===== src/rtl/regfile_pkg.sv =====
// Shared regfile definitions used by the writeback arbiter and its B-side FIFO.
package regfile_pkg;
  localparam int NUM_REGS = 32;
  localparam logic [4:0] REG_ZR = 5'd31;

  typedef struct packed {
    logic [4:0]  addr;
    logic [63:0] data;
  } wb_req_t;
endpackage


===== src/rtl/wb_fifo.sv =====
// Synchronous FIFO for B-side writeback requests; with WB_ARB_HAZARD_EN it also
// exposes every entry's address and occupancy bit for hazard comparison.
module wb_fifo
  import regfile_pkg::*;
#(
  parameter int DEPTH = 4,
  parameter int DW    = 64
) (
  input  logic                     clk,
  input  logic                     reset,
  input  logic                     push,
  input  logic [4:0]               push_addr,
  input  logic [DW-1:0]            push_data,
  input  logic                     pop,
  output logic                     full,
  output logic                     empty,
  output logic [$clog2(DEPTH):0]   count,
`ifdef WB_ARB_HAZARD_EN
  output logic [DEPTH-1:0][4:0]    entry_addr,
  output logic [DEPTH-1:0]         entry_valid,
`endif
  output logic [4:0]               head_addr,
  output logic [DW-1:0]            head_data
);
  localparam int AW = $clog2(DEPTH);
  localparam int CW = AW + 1;

  logic [4:0]    addr_mem [DEPTH];
  logic [DW-1:0] data_mem [DEPTH];
  logic [AW-1:0] wr_ptr, rd_ptr;
  logic [CW-1:0] count_q;
  logic          push_ok, pop_ok;

  assign full    = (count_q == CW'(DEPTH));
  assign empty   = (count_q == '0);
  assign push_ok = push & ~full;
  assign pop_ok  = pop & ~empty;
  assign count   = count_q;

  always_ff @(posedge clk or posedge reset) begin
    if (reset) begin
      wr_ptr  <= '0;
      rd_ptr  <= '0;
      count_q <= '0;
    end else begin
      if (push_ok) wr_ptr <= wr_ptr + 1'b1;
      if (pop_ok)  rd_ptr <= rd_ptr + 1'b1;
      case ({push_ok, pop_ok})
        2'b10:   count_q <= count_q + 1'b1;
        2'b01:   count_q <= count_q - 1'b1;
        default: count_q <= count_q;
      endcase
    end
  end

  // NOTE: storage has no reset; occupancy comes only from the pointers and count.
  always_ff @(posedge clk) begin
    if (push_ok) begin
      addr_mem[wr_ptr] <= push_addr;
      data_mem[wr_ptr] <= push_data;
    end
  end

  assign head_addr = addr_mem[rd_ptr];
  assign head_data = data_mem[rd_ptr];

`ifdef WB_ARB_HAZARD_EN
  // An entry is live when its distance from the read pointer is below the count.
  for (genvar i = 0; i < DEPTH; i++) begin : g_entry
    logic [AW-1:0] offset;
    assign offset         = AW'(i) - rd_ptr;
    assign entry_addr[i]  = addr_mem[i];
    assign entry_valid[i] = ({1'b0, offset} < count_q);
  end
`endif
endmodule


===== src/rtl/regfile_wb_arbiter.sv =====
// Arbitrates the regfile write port between the pipeline WB stage and a buffered
// multi-cycle unit, with a starvation stall. Optional macro: WB_ARB_HAZARD_EN.
module regfile_wb_arbiter
  import regfile_pkg::*;
#(
  parameter int DEPTH      = 4,
  parameter int MAX_STARVE = 8,
  parameter int DW         = 64
) (
  input  logic                     clk,
  input  logic                     reset,
  input  logic                     a_valid,
  input  logic [4:0]               a_addr,
  input  logic [DW-1:0]            a_data,
  input  logic                     b_valid,
  output logic                     b_ready,
  input  logic [4:0]               b_addr,
  input  logic [DW-1:0]            b_data,
  output logic                     stall_o,
`ifdef WB_ARB_HAZARD_EN
  input  logic [4:0]               ra1,
  input  logic [4:0]               ra2,
  output logic                     hazard_o,
`endif
  output logic                     we3,
  output logic [4:0]               wa3,
  output logic [DW-1:0]            wd3,
  output logic [$clog2(DEPTH):0]   fifo_count
);
  localparam int SW = $clog2(MAX_STARVE + 1);

  logic          full, empty, push, pop;
  logic [4:0]    head_addr;
  logic [DW-1:0] head_data;
  logic [SW-1:0] starve_cnt;
`ifdef WB_ARB_HAZARD_EN
  logic [DEPTH-1:0][4:0] entry_addr;
  logic [DEPTH-1:0]      entry_valid;
`endif

  // Writes to the zero register are acknowledged but dropped here.
  assign b_ready = ~full;
  assign push    = b_valid & b_ready & (b_addr != REG_ZR);
  assign stall_o = (starve_cnt == SW'(MAX_STARVE)) & ~empty;

  wb_fifo #(.DEPTH(DEPTH), .DW(DW)) u_fifo (
    .clk        (clk),
    .reset      (reset),
    .push       (push),
    .push_addr  (b_addr),
    .push_data  (b_data),
    .pop        (pop),
    .full       (full),
    .empty      (empty),
    .count      (fifo_count),
`ifdef WB_ARB_HAZARD_EN
    .entry_addr (entry_addr),
    .entry_valid(entry_valid),
`endif
    .head_addr  (head_addr),
    .head_data  (head_data)
  );

  // NOTE: defaults first so every path assigns every output and no latch is inferred.
  always_comb begin
    we3 = 1'b0;
    wa3 = '0;
    wd3 = '0;
    pop = 1'b0;
    if (!reset) begin
      if (stall_o || (!a_valid && !empty)) begin
        we3 = 1'b1;
        wa3 = head_addr;
        wd3 = head_data;
        pop = 1'b1;
      end else if (a_valid) begin
        we3 = 1'b1;
        wa3 = a_addr;
        wd3 = a_data;
      end
    end
  end

  always_ff @(posedge clk or posedge reset) begin
    if (reset) begin
      starve_cnt <= '0;
    end else if (pop || empty) begin
      starve_cnt <= '0;
    end else if (starve_cnt != SW'(MAX_STARVE)) begin
      starve_cnt <= starve_cnt + 1'b1;
    end
  end

`ifdef WB_ARB_HAZARD_EN
  always_comb begin
    hazard_o = 1'b0;
    for (int i = 0; i < DEPTH; i++) begin
      if (entry_valid[i] && entry_addr[i] != REG_ZR &&
          (entry_addr[i] == ra1 || entry_addr[i] == ra2))
        hazard_o = 1'b1;
    end
  end
`endif
endmodule


===== config.mk =====
export PLATFORM = sky130hd
export DESIGN_NAME = regfile_wb_arbiter
export DESIGN_NICKNAME = d
export VERILOG_FILES = /design/src/rtl/regfile_pkg.sv /design/src/rtl/wb_fifo.sv /design/src/rtl/regfile_wb_arbiter.sv
export SDC_FILE = /design/constraint.sdc
export NUM_CORES = 1
export LEC_CHECK = 0
export ABC_AREA = 0
export CAP_MARGIN = 20
export CORE_UTILIZATION = 39
export DETAILED_ROUTE_END_ITERATION = 6
export PLACE_DENSITY = 0.72
export SYNTH_ARGS = -nofsm -noshare
export SYNTH_HDL_FRONTEND = slang
export SYNTH_SLANG_ARGS = --single-unit

===== constraint.sdc =====
create_clock -name clk -period 2.75 [get_ports clk]
set_input_delay 0.4125 -clock clk [delete_from_list [all_inputs] [get_ports clk]]
set_output_delay 0.4125 -clock clk [all_outputs]
set_load 0.01 [all_outputs]

==> impl_summary.md <==
Min path
The type of the worst min-delay path is in -> async.

Die
The row count is 62. The die height is 173 µm. From left edge to right edge, the die measures 173 µm. The floorplan die area is 30,100 µm².

For this configuration, the core starts out at a cell density of 0.398. For this design the top-level I/O count stands at 217. After floorplanning, the core was sized to cover 28,800 µm².

Clock tree
Buffers inserted during clock tree synthesis total 29. The CTS tree is built. The count of hold-fix buffers inserted at cts is 0. The longest clock path from root to sink contains 3 buffers. Clock tree synthesis selected as its root buffer the cell sky130_fd_sc_hd__clkbuf_16. CTS saw 287 sinks.

Clock-pin slew was measured on the worst setup and hold paths at 0.06 ns. The later pin in the worst-skew pair is clocked with a latency of 0.53 ns. In this run the number of H-tree levels came out at 1.

Global routing
The via count of the first global-routing pass is 6,645. The pin count of the biggest net entering global routing is 47. The initial antenna violation count was 1.

Global routing finished with a remaining overflow of 0. The first global-routing pass estimated 38,700 µm of wire. Across every metal layer, demand over resource in global routing totals 0.169.

Critical path
The startpoint of the lowest-slack register-to-register path is starve_cnt[0]. For flop-to-flop paths, the worst setup slack is 0.29 ns. For the worst setup path, the data required time is 2.34 ns. The number of buffer and inverter instances along the worst setup path is 4.

The cell with the most instances on the worst path is sky130_fd_sc_hd__buf_12. STA classifies the critical path endpoint as an output pin. The kind of start point of the critical path is a flop. For the worst flop-to-flop path, the logic depth is 12. The highest cell delay on the worst timing path is 0.53 ns. The top fanout value on the critical path is 8. The signal on the critical path passes through buf_12 -> buf_12 -> buf_16 -> mux4_2 -> a32o_1 -> buf_2. Among all stages on the critical path, the largest delay is contributed by sky130_fd_sc_hd__mux4_2. The critical path arrival is 2.34 ns. The endpoint identified for the worst register-to-register timing path is u_fifo.count[2]. The critical path's top delay family is buffers and inverters.

The critical path is of the reg -> out type.

Yosys
The count of flip-flops with a built-in enable after synthesis is 276. The average cell area after synthesis is 21.9 µm². The most area-hungry cell type in the Yosys netlist is sky130_fd_sc_hd__edfxtp_1.

Synthesis produced a netlist with a net count of 673. The compound-gate portion of the synthesized area is 0.0673. In the post-synthesis netlist, the cell with the most instances is sky130_fd_sc_hd__edfxtp_1. The share of synthesized area occupied by flip-flops and latches is 0.748. Yosys mapped the design onto 34 distinct sky130hd cell types. After technology mapping, the gate count stands at 523. Summing every instance area after synthesis gives 11,500 µm². The simple-gate area share of the yosys netlist is 0.0117. Of the post-synthesis cell area, the dominant cell type holds 0.724. Ranked by instance count, the synthesized netlist is headed by 276 x sky130_fd_sc_hd__edfxtp_1, 69 x sky130_fd_sc_hd__a32o_1, 69 x sky130_fd_sc_hd__mux4_2. The most used flip-flop cell after synthesis is sky130_fd_sc_hd__edfxtp_1.

After synthesis, the largest family of logic cells by area is multiplexers. The fraction of synthesized area in multiplexers is 0.138. Of the total synthesized cell area, the portion taken by XOR and XNOR cells is 0.00688. The proportion of register bits with asynchronous set or reset after synthesis is 0.0383. The adder and majority cell fraction of the synthesized area is 0.00939. Counting flops and latches in the post-synthesis netlist gives 287. The total number of yosys warnings is 0.

In the post-synthesis netlist, the biggest area contributors are sky130_fd_sc_hd__edfxtp_1 72%, sky130_fd_sc_hd__mux4_2 14%, sky130_fd_sc_hd__a32o_1 6.0%.

Pwr
Of the total power, the clock network draws 0.241. The fraction of power spent switching nets is 0.283. The net switching power is 4.21 mW. The total power of the final layout is 14.9 mW. The fraction of power consumed by sequential logic is 0.406. The power density of the placed cells is 950 nW/µm².

The part of the total power dissipated in combinational logic is 0.353. The analysis attributes to cell leakage a power of 5.43 nW. The internal power is 10.7 mW. The worst ir drop on vdd is 0.464 mV.

Placed design
The quantity of I/O buffers inserted on ports is 216. The wire-length estimate of the detail-placed layout is 15,100 µm. The final estimated routing congestion in global placement is 0.709.

The instance area after placement is 14,400 µm². The post-placement worst setup slack is 0.0478 ns.

Timing
Setup total negative slack on the finished layout was measured at -0.00137 ns. Dividing the final minimum period by the clock period gives 1.00. In the post-route analysis, the smallest setup slack over all paths is -0.00137 ns. The worst path in the final design needs a cycle of 2.75 ns, including I/O delays and setup. The worst-margin pin slew is 0.550 ns. Between clock sinks in the finished design, the worst skew comes to 0.0118 ns. Setup repair after global routing could not meet its margin everywhere. The maximum clock frequency is 363 MHz. The count of final max-slew check failures came to 0. The tightest slew margin relative to the limit is 0.624.

The final count of hold timing violations came to 0. The final count of negative-setup-slack endpoints is 1.

Routing
The routed layout has 6,399 vias. The number of optimization iterations in the first detailed-route pass is 5. Summed over all layers, the routed wires come to 26,600 µm.

The first routing iteration left 420 violations. After detailed routing, the average wire length per cell comes to 21.9 µm. Once detail routing completed, the nets flagged for antenna violations numbered 0. Dividing the detail-routed via count by the number of cells gives 5.27. After detailed routing, the number of remaining DRC violations is 0.

Cells and area
The area added between synthesis and finish is 36.7%. The repair_antennas step left the layout with diodes totalling 0. The final cell utilization of the core is 0.544. The final net count is 957. The share of final-layout standard cells stronger than drive strength 1 is 0.328.

The area of all placed cells without fillers is 15,700 µm².

Flow run
The tool flagged a number of max-cap violations equal to 0.

Status
The flow ran to the end, but the final reports show violations. The checks that failed: negative setup slack.
==> cells in the final DEF, fill, tap and decap left out, drive strengths merged, types with 2 or more instances in the layout <==
cell / n
buf: 120
clkinv: 14
nor2: 4
clkbuf: 56
clkinvlp: 4
clkdlybuf4s50: 147
dlymetal6s2s: 2
dlygate4sd2: 2
dfrtp: 11
nand3: 3
xnor2: 4
inv: 11
edfxtp: 276
xor2: 5
and2: 4
a32o: 69
mux4: 69
a21oi: 2
nor3: 3
ha: 7
==> sequential cells by signal (all words and copies together) (netlist names) <==
name             cells
u_fifo.addr_mem     20
u_fifo.data_mem    256
u_fifo.count         3
u_fifo.rd_ptr        2
starve_cnt           4
u_fifo.wr_ptr        2
==> final cells by class <==
type | count | area, µm²
fill | 2209 | 13100
sequential | 287 | 8570
timing repair buffer | 293 | 2990
multi-input combinational | 186 | 2710
clock buffer | 34 | 744
tap | 384 | 480
clock inverter | 20 | 129
inverter | 10 | 37.5
==> worst register-to-register path, delay by kind of cell (launching register included) <==
| family | cells | cell delay, ns |
|---|---|---|
| fa+ha+maj | 3 | 0.71 |
| xor+xnor | 2 | 0.29 |
| buf+inv | 4 | 0.52 |
| compound gates | 1 | 0.25 |
| simple gates | 2 | 0.21 |
| flops | 1 | 0.40 |
==> metal layers <==
layer / global-route usage / share of wire / vias to the layer above
met1: 0.221 / 0.42 / 3296
met5: 0 / 0.00049 / -
met2: 0.292 / 0.50 / 211
met3: 0.0342 / 0.057 / 35
li1: - / - / 2855
met4: 0.0354 / 0.018 / 2
==> timing repair <==
item                                    4_1_cts  5_1_grt
pin swaps                                     5       10
hold endpoints to repair                      0        0
cloned                                        7        4
endpoints found under the setup margin       69       47
resized for setup                           221       61
buffers inserted                             24       16
==> stage by stage <==
stage	std cells	hold slack (ns)
after CTS	1195	0.471
after floorplan	523	0.511
after global placement	1110	0.569
after detailed placement	1110	0.564
final	1214	0.495
after global routing	1214	0.502
==> how the worst max path moves through the flow <==
stage / start / to / slack, ns / cells past startpoint
2_1_floorplan: starve_cnt[0] / u_fifo.count[2] / 0.28 / 11
3_3_place_gp: a_valid / wd3[16] / 0.08 / 5
3_5_place_dp: a_valid / wd3[27] / 0.05 / 5
4_1_cts: u_fifo.rd_ptr[0] / wd3[52] / -0.22 / 4
5_1_grt: u_fifo.rd_ptr[0] / wd3[13] / -0.09 / 6
6_report: u_fifo.rd_ptr[0] / wd3[13] / -0.001 / 6
==> cell families after synthesis <==
family	after synthesis
mux	71
xor+xnor	9
compound gates	78
fa+ha+maj	8
simple gates	20
flops	287
buf+inv	50
==> power groups by stage <==
stage	Clock, mW	Combinational, mW	Sequential [mW]
detailed placement	0	4.50	6.17
CTS	3.66	5.07	6.03
finish	3.58	5.26	6.04
global placement	0	4.48	6.12
floorplan	0	2.70	6.03
global route	3.81	5.62	6.11
Note: power is estimated with default switching activity, not from simulation.
